## config.mk

```make
export PLATFORM = sky130hd
export DESIGN_NAME = reg_write_arbiter
export DESIGN_NICKNAME = d
export VERILOG_FILES = /design/src/rtl/reg_write_arbiter.sv
export SDC_FILE = /design/constraint.sdc
export NUM_CORES = 1
export LEC_CHECK = 0
export ABC_CLOCK_PERIOD_IN_PS = 2900
export BUFFER_PORTS_ARGS = -buffer_cell sky130_fd_sc_hd__buf_2
export CORE_UTILIZATION = 46
export DETAILED_ROUTE_END_ITERATION = 10
export GPL_ROUTABILITY_DRIVEN = 1
export MAX_ROUTING_LAYER = met4
export PLACE_DENSITY_LB_ADDON = 0.15
export SYNTH_ARGS = -nofsm -noshare
export SYNTH_HDL_FRONTEND = slang
export SYNTH_SLANG_ARGS = --single-unit
```

## constraint.sdc

```tcl
create_clock -name clk -period 2.9 [get_ports clk]
set_input_delay 0.29 -clock clk [delete_from_list [all_inputs] [get_ports clk]]
set_output_delay 0.29 -clock clk [all_outputs]
set_load 0.01 [all_outputs]
```

## src/rtl/reg_write_arbiter.sv

```systemverilog
// reg_write_arbiter
// Shares the single write port of the register unit between requester 0
// (core write-back) and requester 1 (loader/debug, may lock for bursts).
// Round-robin between the two, bounded burst lock for requester 1, and
// writes to x0 complete the handshake but never raise en_reg.
module reg_write_arbiter #(
  parameter int WIDTH     = 32,
  parameter int ADDR_W    = 5,
  parameter int MAX_BURST = 4
) (
  input  logic              clk,
  input  logic              rst_n,
  input  logic              req0,
  input  logic [ADDR_W-1:0] addr0,
  input  logic [WIDTH-1:0]  data0,
  output logic              gnt0,
  input  logic              req1,
  input  logic              lock1,
  input  logic [ADDR_W-1:0] addr1,
  input  logic [WIDTH-1:0]  data1,
  output logic              gnt1,
  output logic              en_reg,
  output logic [ADDR_W-1:0] wr_addr,
  output logic [WIDTH-1:0]  D_vector,
  output logic              owner
);

  localparam logic [0:0] MODE_OPEN   = 1'b0;
  localparam logic [0:0] MODE_LOCKED = 1'b1;

  // Counter must hold 0..MAX_BURST inclusive.
  localparam int              CNT_W    = $clog2(MAX_BURST + 1);
  localparam logic [CNT_W-1:0] CNT_MAX  = CNT_W'(MAX_BURST);
  localparam logic [CNT_W-1:0] CNT_ONE  = CNT_W'(1);
  localparam logic [CNT_W-1:0] CNT_ZERO = CNT_W'(0);

  // Arbitration state
  logic [0:0]       mode_q, mode_d;
  logic             last_q, last_d;
  logic [CNT_W-1:0] cnt_q,  cnt_d;

  // Registered write port towards the register unit
  logic              en_q,    en_d;
  logic [ADDR_W-1:0] addr_q,  addr_d;
  logic [WIDTH-1:0]  data_q,  data_d;
  logic              owner_q, owner_d;

  logic gnt0_s, gnt1_s;
  logic xfer0_s, xfer1_s;

  // Grant decode: depends only on requests and arbitration state, never on addr/data.
  always_comb begin
    gnt0_s = 1'b0;
    gnt1_s = 1'b0;
    if (!rst_n) begin
      gnt0_s = 1'b0;
      gnt1_s = 1'b0;
    end else begin
      case (mode_q)
        MODE_OPEN: begin
          if (req0 && req1) begin
            // Tie goes to whoever was not served last.
            gnt0_s = last_q;
            gnt1_s = ~last_q;
          end else begin
            gnt0_s = req0;
            gnt1_s = req1;
          end
        end
        MODE_LOCKED: begin
          if ((cnt_q == CNT_MAX) && req0) begin
            // Starvation bound reached: requester 0 breaks the lock.
            gnt0_s = 1'b1;
            gnt1_s = 1'b0;
          end else begin
            gnt0_s = 1'b0;
            gnt1_s = req1;
          end
        end
        default: begin
          gnt0_s = 1'b0;
          gnt1_s = 1'b0;
        end
      endcase
    end
  end

  assign xfer0_s = req0 & gnt0_s;
  assign xfer1_s = req1 & gnt1_s;

  // Next-state for the write port and the lock/round-robin state.
  always_comb begin
    mode_d  = mode_q;
    last_d  = last_q;
    cnt_d   = cnt_q;
    en_d    = 1'b0;
    addr_d  = addr_q;
    data_d  = data_q;
    owner_d = owner_q;

    if (xfer0_s) begin
      en_d    = (addr0 != {ADDR_W{1'b0}});
      addr_d  = addr0;
      data_d  = data0;
      owner_d = 1'b0;
      last_d  = 1'b0;
    end else if (xfer1_s) begin
      en_d    = (addr1 != {ADDR_W{1'b0}});
      addr_d  = addr1;
      data_d  = data1;
      owner_d = 1'b1;
      last_d  = 1'b1;
    end else begin
      en_d = 1'b0;
    end

    case (mode_q)
      MODE_OPEN: begin
        if (xfer1_s && lock1) begin
          mode_d = MODE_LOCKED;
          cnt_d  = CNT_ONE;
        end else begin
          mode_d = MODE_OPEN;
          cnt_d  = CNT_ZERO;
        end
      end
      MODE_LOCKED: begin
        if (xfer1_s) begin
          if (lock1) begin
            mode_d = MODE_LOCKED;
            cnt_d  = (cnt_q == CNT_MAX) ? CNT_MAX : (cnt_q + CNT_ONE);
          end else begin
            mode_d = MODE_OPEN;
            cnt_d  = CNT_ZERO;
          end
        end else if (xfer0_s || !req1) begin
          // Forced release or lock abandoned by requester 1.
          mode_d = MODE_OPEN;
          cnt_d  = CNT_ZERO;
        end else begin
          mode_d = MODE_LOCKED;
          cnt_d  = cnt_q;
        end
      end
      default: begin
        mode_d = MODE_OPEN;
        cnt_d  = CNT_ZERO;
      end
    endcase
  end

  // State and output registers with synchronous active-low reset.
  always_ff @(posedge clk) begin
    if (!rst_n) begin
      mode_q  <= MODE_OPEN;
      last_q  <= 1'b1;
      cnt_q   <= CNT_ZERO;
      en_q    <= 1'b0;
      addr_q  <= {ADDR_W{1'b0}};
      data_q  <= {WIDTH{1'b0}};
      owner_q <= 1'b0;
    end else begin
      mode_q  <= mode_d;
      last_q  <= last_d;
      cnt_q   <= cnt_d;
      en_q    <= en_d;
      addr_q  <= addr_d;
      data_q  <= data_d;
      owner_q <= owner_d;
    end
  end

  assign gnt0     = gnt0_s;
  assign gnt1     = gnt1_s;
  assign en_reg   = en_q;
  assign wr_addr  = addr_q;
  assign D_vector = data_q;
  assign owner    = owner_q;

endmodule

```

==> flow_summary_export.csv <==
group,metric,value,unit
synthesis,postSynth.topFlopCell,"sky130_fd_sc_hd__dfxtp_1",
synthesis,syn_area_cell,8.11,um^2
place,portBuffers,119,
clock_tree,cts-buffers-inserted,5,
global_route,grt_pass1_wl,8300,um
clock_tree,htreeDepth,2,
synthesis,syn_area,0.00196,mm^2
floorplan,core,0.00403,mm^2
clock_tree,tritoncts,"yes",
setup_path,reg2reg_setup_slack,760,ps
layout,num_antenna_cells,0,
setup_path,endpoint,"gnt0",
sta,final_hold_viol_count,0,
synthesis,postSynthRegisterBits,44,
synthesis,number_of_enable_flip_flop_cells_after_synthesis,0,
sta,rsz0062_at_grt,"false",
place,dp_slack,813,ps
synthesis,yosys-top-cells-area,"sky130_fd_sc_hd__dfxtp_1 (45%), sky130_fd_sc_hd__nor3_1 (18%), sky130_fd_sc_hd__o21ai_0 (9.5%), sky130_fd_sc_hd__nor2_1 (6.9%), sky130_fd_sc_hd__buf_12 (3.1%)",
global_route,groute.usage.overall,24.5,%
setup_path,endpoint_of_the_lowest_slack_register_to_register_path,"D_vector[0]",
clock_tree,post_cts.resized_instances,0,
layout,finalInstanceArea,0.00265,mm^2
sta,min_period_over_period,82.0,%
pwr,power_density,543,mW/mm^2
clock_tree,clk_latency,290,ps
pwr,max-vdd-ir-drop,0.363,mV
layout,synthToLayoutAreaGrowth,35.5,%
layout,largest_register_ff_count,32,
layout,final_common_cell,"sky130_fd_sc_hd__buf_2",
route,finalWirelength,5380,um
clock_tree,hold_buffers,0,
layout,mostFrequentLayoutCells,"sky130_fd_sc_hd__buf_2 (119), sky130_fd_sc_hd__nor3_1 (70), sky130_fd_sc_hd__dfxtp_1 (44)",
synthesis,synth_sequential_area_ratio,45.0,%
synthesis,synth-async-reset-ratio,0,%
run,timing.max_cap.violations,0,
floorplan,starting_density_of_the_core,48.5,%
pwr,combinationalPowerShare,17.9,%
sta,fin_ws,521,ps
setup_path,timing.setup.critical_path_class,"register to primary output",
clock_tree,clkSlewWorstSetupHoldPaths,80,ps
clock_tree,cts-root-buf,"sky130_fd_sc_hd__clkbuf_8",
pwr,power_switching,372,uW
place,post-dp-hpwl,3610,um
global_route,first_global_vias,1917,
layout,num-fill-cells,372,
pwr,power.share.clock,35.4,%
synthesis,synth.largest_area_cell,"sky130_fd_sc_hd__dfxtp_1",
floorplan,die_ar,0.00452,mm^2
synthesis,net_count_synth,322,
place,placed_area,0.00252,mm^2
route,number_of_search_and_repair_iterations_in_the_first_detailed_routing_pass,6,
sta,period_minus_slack,2380,ps
pwr,reg_power_share,46.7,%
setup_path,r2r_cells,7,
layout,layout.core_utilization,65.8,%
global_route,grt_start_max_net_pins,41,
floorplan,die_w,67.2,um
setup_path,category_of_the_worst_setup_path_capture_point,"primary output",
setup_path,launching_instance_or_port_of_the_critical_path,"cnt_q[0]",
floorplan,io_pins,120,
route,drc_violations_left,0,
route,detailed_router_s_first_iteration_violation_count,160,
synthesis,yosysWarnings,0,
sta,worst_setup_skew_after_layout,7.89,ps
setup_path,cp_max_fo,40,
setup_path,cp_slowest_stage_delay,540,ps
setup_path,worst_ep_arrival_time,2090,ps
run_status,status,"finished, final reports clean",
floorplan,die_height,67.2,um
clock_tree,clkSinkCount,44,
global_route,gr_overflow_total,0,
sta,tightest_slew,708,ps
sta,setup_viol,0,
route,vias_per_cell,5.32,
sta,slew_margin_rel,52.8,%
min_path,worst_hold_path_type,"input pin to register",
layout,total_number_of_nets_in_the_final_design,433,
synthesis,netlist-cell-type-count,29,
layout,post_route_cells_drive_above_1_share,39.4,%
sta,tns,0,ps
setup_path,critical_path.slowest_cell,"sky130_fd_sc_hd__inv_2",
place,place_congestion,0.780,
synthesis,yosys.area.top_type_share,45.0,%
route,via_count,2143,
setup_path,critical_path.startpoint_type,"register",
floorplan,floorplan.rows,23,
global_route,antenna_violations_before_repair,0,
pwr,power_report.internal_total,1070,uW
sta,finalMaxSlewViolations,0,
route,drt_antenna_net_count,0,
sta,max_clock_freq,420,MHz
pwr,leakagePower,0.00130,uW
clock_tree,cts.repair_timing.setup_buffer_count,0,
setup_path,critical_path.cell_chain,"inv_1, ha_1, and2_1, o2111ai_4, inv_2, buf_2",
clock_tree,cts-root-to-sink-buffers,2,
setup_path,cp.required,2610,ps
pwr,netSwitchingFraction,25.9,%
synthesis,post_synthesis_cell_count,241,
setup_path,rr_startpoint,"cnt_q[0]",
route,wl_per_cell,13.3,um
==> cells by family (layout without fill, tap and decap cells) <==
| family | after synthesis | after routing | synth area share [%] |
|---|---|---|---|
| AO/OA/AOI/OAI | 46 | 46 | 13.6 |
| buffers and inverters | 24 | 136 | 8.57 |
| AND/OR/NAND/NOR | 125 | 125 | 31.5 |
| flip-flops | 44 | 44 | 45.0 |
| adder cells (fa/ha/maj) | 2 | 2 | 1.28 |
==> cell usage after synthesis (2+ instances only) <==
cell,n
sky130_fd_sc_hd__and3_1,2
sky130_fd_sc_hd__and2_1,3
sky130_fd_sc_hd__dfxtp_1,44
sky130_fd_sc_hd__o21ai_0,37
sky130_fd_sc_hd__nand2_1,4
sky130_fd_sc_hd__inv_1,4
sky130_fd_sc_hd__nor3_2,4
sky130_fd_sc_hd__nor3_1,70
sky130_fd_sc_hd__buf_12,3
sky130_fd_sc_hd__nor2_1,36
sky130_fd_sc_hd__clkbuf_1,7
sky130_fd_sc_hd__a22oi_1,2
sky130_fd_sc_hd__buf_2,6
sky130_fd_sc_hd__a21oi_1,2
sky130_fd_sc_hd__or4_1,2
sky130_fd_sc_hd__ha_1,2
==> worst max-delay path: cells and delay by family (launching register included) <==
family                   cells  cell delay, ps
adder cells (fa/ha/maj)      1             180
AND/OR/NAND/NOR              1             290
AO/OA/AOI/OAI                1             140
flip-flops                   1             330
buffers and inverters        3             850
==> how the worst min path moves through the flow <==
| stage | cells after the start | slack, ps | endpoint | start |
|---|---|---|---|---|
| 4_1_cts | 3 | 260 | D_vector[11] | data0[11] |
| 5_1_grt | 3 | 280 | D_vector[29] | data0[29] |
| 2_1_floorplan | 2 | 460 | en_reg | addr1[3] |
| 6_report | 3 | 270 | D_vector[11] | data0[11] |
| 3_5_place_dp | 2 | 440 | wr_addr[1] | wr_addr[1] |
| 3_3_place_gp | 2 | 450 | wr_addr[1] | wr_addr[1] |
==> power groups by stage <==
stage          combinational (uW)  clock (uW)  sequential, uW
2_1_floorplan                 123           0             706
3_3_place_gp                  256           0             685
3_5_place_dp                  259           0             685
4_1_cts                       260         518             672
5_1_grt                       288         539             678
6_report                      258         509             672
==> routing by layer <==
metal  part of all wire [%]  track usage (%)  vias up
met4                   0.95             9.31        0
met3                    8.1             5.07        7
met2                     47             40.8       99
met1                     44             28.8      970
li1                       -                -     1067
met5                      0                -        -
==> metrics by stage <==
| stage | instances | hold slack [ps] | total power, uW |
|---|---|---|---|
| final | 403 | 269 | 1440 |
| after global routing | 403 | 284 | 1500 |
| after CTS | 403 | 262 | 1450 |
| after detailed placement | 395 | 441 | 944 |
| after global placement | 395 | 451 | 941 |
| after floorplan | 241 | 465 | 829 |
==> layout make-up <==
cell class | instances | area (um^2) | share of cell area [%]
Clock inverter | 1 | 30.0 | 1.13
Clock buffer | 7 | 96.3 | 3.64
Sequential cell | 44 | 881 | 33.2
Timing Repair Buffer | 123 | 626 | 23.6
Multi-Input combinational cell | 173 | 936 | 35.3
Inverter | 5 | 18.8 | 0.708
Tap cell | 50 | 62.6 | 2.36
Power figures use the tool's default switching activity.
